**config.mk**
```make
export PLATFORM = sky130hd
export DESIGN_NAME = alu
export DESIGN_NICKNAME = d
export VERILOG_FILES = /design/src/rtl/alu.sv
export SDC_FILE = /design/constraint.sdc
export NUM_CORES = 1
export LEC_CHECK = 0
export CAP_MARGIN = 30
export CORE_MARGIN = 2
export CORE_UTILIZATION = 50
export CTS_BUF_LIST = sky130_fd_sc_hd__clkbuf_2 sky130_fd_sc_hd__clkbuf_4 sky130_fd_sc_hd__clkbuf_8
export CTS_CLUSTER_DIAMETER = 80
export CTS_CLUSTER_SIZE = 16
export DETAILED_ROUTE_END_ITERATION = 12
export GPL_TIMING_DRIVEN = 1
export PLACE_DENSITY = 0.91
export SYNTH_ARGS = -nofsm -noshare
export SYNTH_HDL_FRONTEND = slang
export SYNTH_SLANG_ARGS = --single-unit
```
**constraint.sdc**
```tcl
create_clock -name clk -period 2.51 [get_ports clk]
set_input_delay 0.6275 -clock clk [delete_from_list [all_inputs] [get_ports clk]]
set_output_delay 0.6275 -clock clk [all_outputs]
set_load 0.02 [all_outputs]
```
**src/rtl/alu.sv**
```systemverilog
// Registered integer ALU: add/sub, bitwise logic and right shifts, 1-cycle latency.
// Define ALU_STATUS_EN to add the registered zero and overflow status outputs.
module alu #(
    parameter int WIDTH = 8
) (
    input  logic             clk,
    input  logic             reset,
    input  logic [WIDTH-1:0] num1,
    input  logic [WIDTH-1:0] num2,
    input  logic [5:0]       opcode,
    output logic [WIDTH-1:0] out,
`ifdef ALU_STATUS_EN
    output logic             carry,
    output logic             zero,
    output logic             overflow
`else
    output logic             carry
`endif
);

    localparam logic [5:0] OP_ADD = 6'b100000;
    localparam logic [5:0] OP_SUB = 6'b100010;
    localparam logic [5:0] OP_AND = 6'b100100;
    localparam logic [5:0] OP_OR  = 6'b100101;
    localparam logic [5:0] OP_XOR = 6'b100110;
    localparam logic [5:0] OP_NOR = 6'b100111;
    localparam logic [5:0] OP_SRL = 6'b000010;
    localparam logic [5:0] OP_SRA = 6'b000011;

    localparam logic [WIDTH-1:0] SHIFT_LIM = WIDTH'(WIDTH);

    logic [WIDTH:0]   sum;
    logic [WIDTH:0]   diff;
    logic             big_shift;
    logic [WIDTH-1:0] res_n;
    logic             carry_n;

    // Extra top bit of sum is the carry-out; of diff it is the borrow.
    assign sum       = {1'b0, num1} + {1'b0, num2};
    assign diff      = {1'b0, num1} - {1'b0, num2};
    assign big_shift = (num2 >= SHIFT_LIM);

    // Result and carry for the operation presented this cycle.
    always_comb begin
        res_n   = '0;
        carry_n = 1'b0;
        case (opcode)
            OP_ADD: begin
                res_n   = sum[WIDTH-1:0];
                carry_n = sum[WIDTH];
            end
            OP_SUB: begin
                res_n   = diff[WIDTH-1:0];
                carry_n = diff[WIDTH];
            end
            OP_AND: res_n = num1 & num2;
            OP_OR:  res_n = num1 | num2;
            OP_XOR: res_n = num1 ^ num2;
            OP_NOR: res_n = ~(num1 | num2);
            OP_SRL: res_n = big_shift ? '0 : (num1 >> num2);
            OP_SRA: begin
                if (big_shift)
                    res_n = {WIDTH{num1[WIDTH-1]}};
                else
                    res_n = WIDTH'($signed(num1) >>> num2);
            end
            default: begin
                res_n   = '0;
                carry_n = 1'b0;
            end
        endcase
    end

    // Output registers; reset clears any operation in flight.
    always_ff @(posedge clk) begin
        if (reset) begin
            out   <= '0;
            carry <= 1'b0;
        end else begin
            out   <= res_n;
            carry <= carry_n;
        end
    end

`ifdef ALU_STATUS_EN
    logic ovf_n;

    // Signed overflow: result sign disagrees with what the operand signs imply.
    always_comb begin
        ovf_n = 1'b0;
        if (opcode == OP_ADD)
            ovf_n = (num1[WIDTH-1] == num2[WIDTH-1]) &&
                    (sum[WIDTH-1] != num1[WIDTH-1]);
        else if (opcode == OP_SUB)
            ovf_n = (num1[WIDTH-1] != num2[WIDTH-1]) &&
                    (diff[WIDTH-1] != num1[WIDTH-1]);
    end

    // Status registers track the same edge as out.
    always_ff @(posedge clk) begin
        if (reset) begin
            zero     <= 1'b1;
            overflow <= 1'b0;
        end else begin
            zero     <= (res_n == '0);
            overflow <= ovf_n;
        end
    end
`endif

endmodule

```
# Yosys cells after proc, flatten, opt, wreduce, memory -nomap -nowiden
# Cells that the tools add are included.
[word_totals]
regBits = 9
in_bits = 24
out_inout_bits = 9
wordCells = 23
[classes]
addsub = 2
order_cmp = 1
eq_ne = 8
shifts = 2
n_mux = 4
bitwise = 4
[op_table]
columns = ["op", "n"]
rows = [
  ["8-bit one-hot mux with 8 select lines", 1],
  ["6-bit == test, second input constant", 6],
  ["8-bit 2-to-1 mux", 2],
  ["6-bit by 2-bit == test with 1-bit output, second input constant", 2],
  ["8-bit by 8-bit adder with 9-bit output", 1],
  ["8-bit by 8-bit subtractor with 9-bit output", 1],
  ["8-bit AND", 1],
  ["8-bit by 4-bit greater-or-equal comparator with 1-bit output, second input constant", 1],
  ["8-bit inverter", 1],
  ["8-bit OR", 1],
  ["8-bit by 8-bit right shift with 8-bit output", 1],
  ["8-bit by 8-bit >>> shifter with 8-bit output", 1],
  ["8-bit bitwise XOR", 1],
  ["1-bit one-hot mux with 2 select lines", 1],
]

# Longest topological paths before layout
# Gate-level depths: netlist (run 1).
[logic_depth]
word_depth = 3
ltp_mapped = 10
mapped_depth_nobuf = 9

# Worst setup path before layout (run 1)
# OpenSTA, ideal clock, no wires.
[synth_timing]
path_kind = "input to register"
from = "in num2[1]"
to = "reg out[5]"
setup_ns = 0.157
t_arrival_ns = 2.269
required_ns = 2.353
setup_slack_ns = 0.085
cell_stages = 10
path_buffers = 2
path_cell_list = "buf_2 -> buf_2 -> inv_1 -> ha_1 -> a211oi_1 -> o21ai_0 -> a21oi_1 -> xnor2_1 -> a22oi_1 -> a31oi_1"
[synth_via]
elab_chain_cells = 3
elab_cells_between_ends = 8
cone_classes = "add/sub (2); order compare (1); shift (2); mux (3)"
[synth_lines]
columns = ["element", "line", "source"]
rows = [
  ["start: declaration", "9", "input logic [WIDTH-1:0] num2,"],
  ["8-bit by 4-bit greater-or-equal comparator with 1-bit output, or another cell as far along", "41", "assign big_shift = (num2 >= SHIFT_LIM);"],
  ["8-bit 2-to-1 mux (on tied branches)", "62, 60", ""],
  ["8-bit one-hot mux with 8 select lines (*)", "47", "case (opcode)"],
  ["end signal: assignment", "80", "out <= res_n;"],
  ["end: declaration", "11", "output logic [WIDTH-1:0] out,"],
]
# Every way passes the cells marked *; elsewhere a longest branch is shown, timed or not.
# A chain may end at the register's enable or synchronous reset.

# Worst setup path after layout (run 1)
[layout_timing]
from = "in num2[2]"
to = "reg out[5]"
# The elaborated chain is that of the path after synthesis.

==> out/summary.txt, run 1 <==
==================================================================================
Status                                                                complete, no violations
DR vias/cell                                                                  6.58
Total clock sinks                                                                9
Sum Neg Setup Slack                                                           0 ps
WL per Instance                                                            19.2 um
Cell area after technology mapping                                      1900 sq um
Fraction of layout instances using a drive strength above 1                  0.268
Share of the clock period used by the worst path                             0.992
Number of top-level pins                                                        33
Max Cap Viol                                                                     0
Post-synthesis async set-or-reset flop share                                     0
Max stage delay cell, worst path                                      sky130_fd_sc_hd__clkdlybuf4s50_1
Number of global-route vias before repair                                    2,473
Worst Setup SP                                                             num2[2]
Final hold violation count                                                       0
VDD IR-drop max                                                           0.126 mV
Global-route usage over all layers                                           0.335
Post-synthesis cell count                                                      261
Vertical extent of the die                                                 65.6 um
Largest delay contributor family on the critical path                 buffers and inverters
Per-instance average area after synthesis                               7.26 sq um
H-Tree Level Count                                                               1
Synthesis-stage register bit count                                               9
Portion of synthesized cell area occupied by the leading cell type           0.158
Worst endpoint data arrival time                                           2660 ps
Post-synth top area cell                                              sky130_fd_sc_hd__ha_1
Detailed-placement wirelength estimate                                     5.12 mm
Gp weighted congestion                                                        1.11
Layout-stage area growth over the synthesis result                           47.0%
Synth cell types                                                                55
Worst-path cell chain                                                 clkdlybuf4s50_1 -> inv_1 -> buf_4 -> ha_1 -> nor2b_1 -> o21bai_1 -> nand3b_1 -> xnor2_1 -> a22oi_2 -> a31oi_1
Total gr overflow                                                                0
Number of core rows                                                             22
End-of-flow core utilization                                                 0.761
Top area cells in the synthesized netlist                             sky130_fd_sc_hd__ha_1 (16%), sky130_fd_sc_hd__dfxtp_1 (9.5%), sky130_fd_sc_hd__mux2i_1 (7.4%)
Min-Delay Path Class                                                     in -> reg
Source of the worst hold timing path                                         reset
DRC                                                                              0
Iteration-0 DRC count of the detailed router                                   436
Worst Path Max Fanout                                                            5
Number of pins with negative max-slew slack in the final report                  0
Routed vias                                                                  2,546
Core ar.                                                                3660 sq um
Post-Syn Nets                                                                  311
Maximum clock rate                                                         402 MHz
Measured slew at the worst slew-check pin                                   373 ps
CTS root buffer                                                       sky130_fd_sc_hd__clkbuf_8
Most common cell in the synthesized netlist                           sky130_fd_sc_hd__nand2_1
Seq/Total Area, Yosys                                                       0.0950
Leak Pwr                                                                   1.25 nW
Number of failing setup endpoints in the final timing report                     0
Min Tclk post-route                                                        2490 ps
Horizontal die dimension                                                   65.6 um
Critical Path Stages                                                            10
Hold buffers post-CTS                                                            0
CP startpoint kind                                                       input pin
NumNets Final                                                                  390
Pin count of the biggest net entering global routing                            24
Number of buffers on the longest clock path                                      2
YS warnings                                                                      0
Filler Cells Inserted                                                          242
Count of input and output buffers                                               32
List of most frequent post-synthesis cells                            sky130_fd_sc_hd__nand2_1 (30), sky130_fd_sc_hd__inv_1 (26), sky130_fd_sc_hd__ha_1 (24)
Clock-pin slew on the worst setup and hold paths                             50 ps
First-pass GRT wire length                                                 11.3 mm
Crit-path max cell delay                                                    500 ps
Req. time, crit path                                                       2680 ps
Floorplan die area                                                      4300 sq um
Endpoint kind of the worst setup timing path                             flip-flop
Router iterations before antenna repair                                          8
Capturing element of the worst setup path                             out[5]$_SDFF_PP0_
Number of buffers created by CTS                                                 3
CTS tree                                                                     built
Number of synthesized flops with an enable pin                                   0
Final WL                                                                   7.44 mm
Main flop type after synthesis                                        sky130_fd_sc_hd__dfxtp_1
Buffer and inverter count on the worst path                                      3
Power Dens Cells                                                       282 nW/um^2
Antenna diode count                                                              0
Number of antenna violations at the first check in global routing                0
Critical Setup Path Class                                                in -> reg
Number of buffers inserted to repair setup after CTS                             0
Worst slew margin                                                            0.751
Remaining number of nets flagged by the antenna check after routing              0
Starting density of the core                                                 0.518
==================================================================================
placed cells by master (no fill, tap or decap), types with 6 or more instances in the layout:
cell and n:
sky130_fd_sc_hd__o211ai_1 7, sky130_fd_sc_hd__clkdlybuf4s50_1 27, sky130_fd_sc_hd__dfxtp_1 9, sky130_fd_sc_hd__ha_1 21
sky130_fd_sc_hd__xnor2_1 8, sky130_fd_sc_hd__mux2i_1 13, sky130_fd_sc_hd__a31oi_1 8, sky130_fd_sc_hd__a21oi_1 14
sky130_fd_sc_hd__nor2_1 17, sky130_fd_sc_hd__nand2_1 30, sky130_fd_sc_hd__inv_1 26, sky130_fd_sc_hd__o21ai_0 18
sky130_fd_sc_hd__o21ai_1 6, sky130_fd_sc_hd__buf_4 55
per-stage QoR:
| step | setup slack [ps] | total power [W] | cell area, sq um | hold WS, ps | std cells |
|---|---|---|---|---|---|
| after floorplan | 84.7 | 0.000363 | 1900 | 706 | 261 |
| after global placement | -342 | 0.000529 | 2640 | 1280 | 383 |
| after detailed placement | -440 | 0.000549 | 2640 | 1290 | 383 |
| after CTS | 41.1 | 0.000735 | 2710 | 1050 | 387 |
| after global routing | -43.8 | 0.000818 | 2790 | 1050 | 387 |
| final | 19.9 | 0.000785 | 2790 | 1060 | 387 |
cell families after synthesis:
kind of cell | Yosys count | synth area share
compound gates | 87 | 0.298
simple gates | 72 | 0.201
buf+inv | 42 | 0.0937
fa+ha+maj | 26 | 0.180
mux | 15 | 0.0858
xor+xnor | 10 | 0.0462
flops | 9 | 0.0950
report_power, final:
part / internal [W] / switching [W] / total [W]
logic: 0.000210 / 0.000244 / 0.000454
registers: 0.000144 / 0.000000244 / 0.000144
clock network: 0.000122 / 0.0000646 / 0.000187
total: 0.000476 / 0.000309 / 0.000785
how the worst min path moves through the flow:
stage                  endpoint  slack [ps]  cells after the start
6_report       carry$_SDFF_PP0_        1060                      2
5_1_grt        carry$_SDFF_PP0_        1050                      2
4_1_cts        carry$_SDFF_PP0_        1050                      2
3_5_place_dp   carry$_SDFF_PP0_        1290                      2
3_3_place_gp   carry$_SDFF_PP0_        1280                      2
2_1_floorplan  carry$_SDFF_PP0_         710                      1
final cells by class:
class | instances | area [sq um] | area share
flip-flops and latches | 9 | 180 | 0.0647
repair buffers | 89 | 762 | 0.273
multi-input cells | 210 | 1630 | 0.586
inverters | 27 | 101 | 0.0364
clock buffers | 4 | 48.8 | 0.0175
well taps | 48 | 60.1 | 0.0216
registers in the layout, indices dropped and copies added (netlist names):
| signal | flops |
|---|---|
| carry | 1 |
| out | 8 |
repair_timing:
item,4_1_cts,5_1_grt
endpoints found under the setup margin,7,6
pin swaps,4,7
gates resized for setup,16,14
per-layer routing:
metal / track usage / vias up / share of wire
met5: 0 / - / 0
met4: 0.234 / 0 / 0.078
met3: 0.0839 / 75 / 0.11
met2: 0.557 / 239 / 0.45
met1: 0.373 / 1136 / 0.36
li1: - / 1096 / -
No activity file was read; power rests on OpenSTA's default activity.
==> inputs of run 2 (changes only) <==
--- a/config.mk
+++ b/config.mk
@@ -7,2 +7,3 @@
 export LEC_CHECK = 0
+export ABC_AREA = 1
 export CAP_MARGIN = 30
@@ -15,3 +16,3 @@
 export GPL_TIMING_DRIVEN = 1
-export PLACE_DENSITY = 0.91
+export PLACE_DENSITY = 0.9
 export SYNTH_ARGS = -nofsm -noshare
--- a/constraint.sdc
+++ b/constraint.sdc
@@ -3,2 +3,2 @@
 set_output_delay 0.6275 -clock clk [all_outputs]
-set_load 0.02 [all_outputs]
+set_load 0.01 [all_outputs]
==> out/summary.txt, run 2 <==
=====================================================================================
Hold buffers post-CTS                                                               0   unchanged
Core ar.                                                                   3940 sq um   +7.7%
Number of synthesized flops with an enable pin                                      0   unchanged
Portion of netlist area occupied by mux cells                                       0   -0.0858
Fraction of power spent switching nets                                          0.389   -0.00409
Fraction of layout instances using a drive strength above 1                     0.156   -0.112
VDD IR-drop max                                                              0.137 mV   +9.0%
Power Dens Cells                                                          259 nW/um^2   -7.9%
Number of antenna violations at the first check in global routing                   0   unchanged
Main flop type after synthesis                                           sky130_fd_sc_hd__dfxtp_1
Iteration-0 DRC count of the detailed router                                      241   -45%
Total gr overflow                                                                   0   unchanged
Final WL                                                                      6.85 mm   -7.9%
Number of top-level pins                                                           33   unchanged
Share of the clock period used by the worst path                                0.960   -0.0322
Source of the worst hold timing path                                          num1[0]
Total clock sinks                                                                   9   unchanged
Sequential cell fraction of total power                                         0.213   +0.029
# resized after CTS                                                                 0   -16
Buffer and inverter count on the worst path                                         2   -1
Compound-cell area share of the yosys netlist                                   0.131   -0.167
Number of buffers created by CTS                                                    3   unchanged
Post-synthesis cell count                                                         365   +40%
Post-Syn Nets                                                                     415   +33%
Maximum clock rate                                                            415 MHz   +3.4%
Min-Delay Path Class                                                        in -> reg
Net Sw Power                                                               0.000270 W   -13%
Gp weighted congestion                                                           1.00   -10%
Router iterations before antenna repair                                             5   -3
CP startpoint kind                                                          input pin
Number of failing setup endpoints in the final timing report                        0   unchanged
Design Power                                                               0.000693 W   -12%
Starting density of the core                                                    0.515   -0.00238
Largest family of logic cells by synthesized area                        simple AND/OR/NAND/NOR gates
Most congested layer reported by global routing                                  met2
Most frequent standard cell in the layout excluding fill and tap cells   sky130_fd_sc_hd__nand2_1
Top area cells in the synthesized netlist                                sky130_fd_sc_hd__nand2_1 (19%), sky130_fd_sc_hd__ha_1 (15%), sky130_fd_sc_hd__nand3_1 (12%)
Status                                                                   complete, no violations
Cell area after technology mapping                                         2030 sq um   +7.2%
Final hold violation count                                                          0   unchanged
RSZ-0062 raised after global routing                                               no
Proportion of power drawn by combinational gates                                0.525   -0.053
Most common cell in the synthesized netlist                              sky130_fd_sc_hd__nand2_1
Pin count of the biggest net entering global routing                               13   -46%
Number of buffers on the longest clock path                                         2   unchanged
Number of flip-flops under the largest register name                                8   unchanged
Crit path top cell by count                                              sky130_fd_sc_hd__nor2_1
Routed vias                                                                     2,685   +5.5%
Number of global-route vias before repair                                       2,438   -1.4%
Max Cap Viol                                                                        0   unchanged
Clock-pin slew on the worst setup and hold paths                                50 ps   about the same
Layout-stage area growth over the synthesis result                              31.6%
Top flop regs                                                            out: 8 flops, carry: 1 flops
Vertical extent of the die                                                    67.8 um   +3.3%
Floorplan die area                                                         4590 sq um   +6.8%
Post-synthesis async set-or-reset flop share                                        0   unchanged
Post-synthesis share of cell area spent on and, or, nand and nor gates          0.483   +0.282
Fraction of met3 tracks used by global routing                                 0.0433   -0.0406
DRC                                                                                 0   unchanged
Met2 routing resource usage after global routing                                0.528   -0.0292
Post-synth top area cell                                                 sky130_fd_sc_hd__nand2_1
Largest delay contributor family on the critical path                    simple AND/OR/NAND/NOR gates
Register name with the most flops                                                 out
Number of core rows                                                                23   +4.5%
Global-route usage over all layers                                              0.307   -0.0281
Synth Area in XOR/XNOR                                                              0   -0.0462
Horizontal die dimension                                                      67.8 um   +3.3%
Fraction of power consumed by the clock network                                 0.261   +0.023
WL per Instance                                                               14.5 um   -25%
Global-route track usage on met1                                                0.380   +0.00767
Worst-path cell chain                                                    clkdlybuf4s50_1 -> inv_1 -> ha_1 -> nor2_1 -> o21ai_0 -> nand4_1 -> nand3_1 -> nand3_1 -> nor2_1 -> nor2_1
Critical Setup Path Class                                                   in -> reg
Worst Path Max Fanout                                                               8   +3
Commonest cells after routing, fill and taps aside                       sky130_fd_sc_hd__nand2_1 (102), sky130_fd_sc_hd__nand3_1 (50), sky130_fd_sc_hd__inv_1 (41)
Min Tclk post-route                                                           2410 ps   -80.9 ps
YS warnings                                                                         0   unchanged
Per-instance average area after synthesis                                  5.57 sq um   -23%
Seq/Total Area, Yosys                                                          0.0887   -0.00638
Number of pins with negative max-slew slack in the final report                     0   unchanged
NumNets Final                                                                     474   +22%
Count of input and output buffers                                                  32   unchanged
Max stage delay cell, worst path                                         sky130_fd_sc_hd__clkdlybuf4s50_1
Area share of fa/ha/maj cells after synthesis                                   0.167   -0.0121
Remaining number of nets flagged by the antenna check after routing                 0   unchanged
Endpoint kind of the worst setup timing path                                flip-flop
Antenna diode count                                                                 0   unchanged
Worst slew margin                                                               0.736   -0.0150
Worst endpoint data arrival time                                              2510 ps   -150 ps
Detailed-placement wirelength estimate                                        5.59 mm   +9.1%
Number of buffers inserted to repair setup after CTS                                0   unchanged
Leak Pwr                                                                      1.39 nW   +11%
Worst Setup SP                                                                num1[3]
CTS root buffer                                                          sky130_fd_sc_hd__clkbuf_8
DR vias/cell                                                                     5.68   -14%
First-pass GRT wire length                                                    10.7 mm   -5.3%
End-of-flow core utilization                                                    0.678   -0.0829
Int Pwr                                                                    0.000423 W   -11%
Crit-path max cell delay                                                       480 ps   -20 ps
Portion of synthesized cell area occupied by the leading cell type              0.188   +0.0300
Synthesis-stage register bit count                                                  9   unchanged
List of most frequent post-synthesis cells                               sky130_fd_sc_hd__nand2_1 (102), sky130_fd_sc_hd__nand3_1 (50), sky130_fd_sc_hd__inv_1 (42)
CTS tree                                                                        built
Synth cell types                                                                   29   -47%
H-Tree Level Count                                                                  1   unchanged
Req. time, crit path                                                          2610 ps   -70 ps
Measured slew at the worst slew-check pin                                      394 ps   +21.5 ps
=====================================================================================
[run 2: logic make-up after synthesis]
| group | after synthesis |
|---|---|
| adders and majority gates | 26 |
| DFF | 9 |
| and+or+nand+nor | 217 |
| buffers and inverters | 65 |
| AOI/OAI and AO/OA | 48 |
[run 2: routing by layer]
layer  share of wire  vias to the layer above  wire, um
met3           0.096                       34       658
met2            0.47                      159      3230
met5               0                        -         0
li1                -                     1312         -
met1            0.39                     1180      2680
met4           0.042                        0       286
[run 2: worst paths after layout]
check / to / slack [ps] / cells after the start
worst min-delay path: out[0]$_SDFF_PP0_ / 1130 / 6
worst max-delay path: out[6]$_SDFF_PP0_ / 100 / 10
[run 2: area by class of cell]
class	instances	area [sq um]
clock buffer	4	48.8
tap	50	62.6
multi-input combinational	291	1600
sequential	9	180
inverter	55	206
fill	357	1270
timing repair buffer	64	576
[run 2: power by group through the flow]
stage                     Sequential [W]  Clock [W]  Combinational [W]
after CTS                       0.000148   0.000181           0.000354
after floorplan                 0.000152          0           0.000190
after global routing            0.000148   0.000193           0.000398
after global placement          0.000151          0           0.000342
final                           0.000148   0.000181           0.000364
after detailed placement        0.000151          0           0.000350
[run 2: stage by stage]
stage	hold WS [ps]	worst slack (ps)	TNS, ps	std cells	instance area, sq um
floorplan	865	512	0	365	2030
global placement	1360	-81.2	-257	469	2610
detailed placement	1360	-153	-588	469	2610
CTS	1200	67.1	0	473	2660
global route	1200	5.67	0	473	2670
finish	1130	101	0	473	2670
==> inputs of run 3 (changes only) <==
- CAP_MARGIN: 30 -> not set
- REMOVE_ABC_BUFFERS: not set -> 1
- TNS_END_PERCENT: not set -> 50
==> out/summary.txt, run 3 (synthesis results as in run 2) <==
=====================================================================================
Number of failing setup endpoints in the final timing report                        0   unchanged
Worst slew margin                                                               0.733   -0.00292
Worst-path cell chain                                                    clkdlybuf4s50_1 -> ha_1 -> fa_1 -> or2_2 -> nand3_1 -> o221ai_1 -> nor2_1 -> a21oi_1
Sequential cell fraction of total power                                         0.211   -0.002
CTS tree                                                                        built
First-pass GRT wire length                                                    11.2 mm   +4.8%
Total gr overflow                                                                   0   unchanged
Routed vias                                                                     2,645   -1.5%
Horizontal die dimension                                                      67.8 um   unchanged
Critical Setup Path Class                                                   in -> reg
Most frequent standard cell in the layout excluding fill and tap cells   sky130_fd_sc_hd__nand2_1
Number of core rows                                                                23   unchanged
Min Tclk post-route                                                           2370 ps   -43.0 ps
Status                                                                   complete, no violations
Number of top-level pins                                                           33   unchanged
Max stage delay cell, worst path                                         sky130_fd_sc_hd__clkdlybuf4s50_1
Pin count of the biggest net entering global routing                               12   -1
Crit-path max cell delay                                                       450 ps   -30 ps
Router iterations before antenna repair                                             5   unchanged
Max Cap Viol                                                                        0   unchanged
DRC                                                                                 0   unchanged
Worst endpoint data arrival time                                              2470 ps   -40 ps
Leak Pwr                                                                      1.40 nW   +1.2%
Int Pwr                                                                    0.000426 W   +0.67%
Number of buffers inserted to repair setup after CTS                                0   unchanged
DR vias/cell                                                                     5.53   -2.5%
VDD IR-drop max                                                              0.147 mV   +7.0%
Fraction of power spent switching nets                                          0.393   +0.00309
Total clock sinks                                                                   9   unchanged
Req. time, crit path                                                          2620 ps   about the same
Count of input and output buffers                                                  32   unchanged
Commonest cells after routing, fill and taps aside                       sky130_fd_sc_hd__nand2_1 (102), sky130_fd_sc_hd__nand3_1 (50), sky130_fd_sc_hd__inv_1 (42)
Hold buffers post-CTS                                                               0   unchanged
Number of antenna violations at the first check in global routing                   0   unchanged
Vertical extent of the die                                                    67.8 um   unchanged
Number of buffers created by CTS                                                    3   unchanged
Starting density of the core                                                    0.515   unchanged
Iteration-0 DRC count of the detailed router                                      351   +46%
Number of global-route vias before repair                                       2,492   +2.2%
Power Dens Cells                                                          261 nW/um^2   +0.66%
Number of flip-flops under the largest register name                                8   unchanged
# resized after CTS                                                                 0   unchanged
Final WL                                                                      6.95 mm   +1.4%
Proportion of power drawn by combinational gates                                0.518   -0.007
Endpoint kind of the worst setup timing path                                flip-flop
CTS root buffer                                                          sky130_fd_sc_hd__clkbuf_8
Remaining number of nets flagged by the antenna check after routing                 0   unchanged
Fraction of layout instances using a drive strength above 1                     0.159   +0.00285
Number of pins with negative max-slew slack in the final report                     0   unchanged
Top flop regs                                                            out: 8 flops, carry: 1 flops
Layout-stage area growth over the synthesis result                              32.3%
NumNets Final                                                                     479   +1.1%
Worst Path Max Fanout                                                               4   -4
Post-detailed-placement cell area                                          2640 sq um   +0.96%
Number of cells traversed by the worst hold path                                    2   -4
Gp weighted congestion                                                          0.989   -1.1%
Worst min-delay path endpoint                                            out[6]$_SDFF_PP0_
Floorplan die area                                                         4590 sq um   unchanged
Net Sw Power                                                               0.000275 W   +2.0%
Antenna diode count                                                                 0   unchanged
WL per Instance                                                               14.5 um   +0.38%
Measured slew at the worst slew-check pin                                      400 ps   +5.51 ps
Maximum clock rate                                                            423 MHz   +1.8%
Share of the clock period used by the worst path                                0.943   -0.0171
Final hold violation count                                                          0   unchanged
Minimum hold slack                                                            1190 ps   +64.2 ps
Number of buffers on the longest clock path                                         2   unchanged
Fraction of power consumed by the clock network                                 0.272   +0.011
Min-Delay Path Class                                                        in -> reg
Final cell area excluding filler cells                                     2690 sq um   +0.51%
Detailed-placement wirelength estimate                                        5.72 mm   +2.4%
Global-route usage over all layers                                              0.328   +0.0205
Core ar.                                                                   3940 sq um   unchanged
H-Tree Level Count                                                                  1   unchanged
Register name with the most flops                                                 out
CP startpoint kind                                                          input pin
Source of the worst hold timing path                                            reset
RSZ-0062 raised after global routing                                               no
Clock-pin slew on the worst setup and hold paths                                50 ps   about the same
=====================================================================================
-- run 3: layout make-up --
type                            instances  area [sq um]
Clock buffer                            4          48.8
Fill cell                             365          1250
Inverter                               55           206
Multi-Input combinational cell        291          1590
Sequential cell                         9           180
Tap cell                               50          62.6
Timing Repair Buffer                   69           598
-- run 3: power groups by stage --
stage | logic, W | clock network [W] | registers, W
floorplan | 0.000179 | 0 | 0.000152
global placement | 0.000346 | 0 | 0.000151
detailed placement | 0.000353 | 0 | 0.000151
CTS | 0.000355 | 0.000192 | 0.000148
global route | 0.000399 | 0.000197 | 0.000148
finish | 0.000363 | 0.000191 | 0.000148
-- run 3: stage by stage --
step | TNS [ps] | setup WS (ps) | utilization | std cells | power, W
2_1_floorplan | 0 | 526 | - | 355 | 0.000331
3_3_place_gp | -139 | -79.3 | 0.669 | 474 | 0.000497
3_5_place_dp | -350 | -111 | 0.669 | 474 | 0.000504
4_1_cts | 0 | 137 | 0.681 | 478 | 0.000695
5_1_grt | 0 | 2.86 | 0.682 | 478 | 0.000744
6_report | 0 | 144 | 0.682 | 478 | 0.000702
-- run 3: worst max path at each step --
stage	slack, ps	cells after the start	to	start
final	140	8	out[2]$_SDFF_PP0_	num2[0]
after global routing	3	14	out[7]$_SDFF_PP0_	num1[1]
after CTS	140	8	out[2]$_SDFF_PP0_	num2[0]
after detailed placement	-110	8	out[2]$_SDFF_PP0_	num2[0]
after global placement	-80	8	out[2]$_SDFF_PP0_	num2[0]
after floorplan	530	7	out[2]$_SDFF_PP0_	num1[0]
-- run 3: critical path: cells and delay by family --
family	cells	cell delay [ps]
buffers and inverters	1	450
AO/OA/AOI/OAI	2	200
AND/OR/NAND/NOR	3	540
adder cells (fa/ha/maj)	2	660
-- run 3: routing by layer --
metal	up-vias	part of all wire	global-route usage
met5	-	0	0
met4	0	0.034	0.133
met3	27	0.11	0.0600
met2	158	0.45	0.563
met1	1148	0.41	0.400
li1	1312	-	-
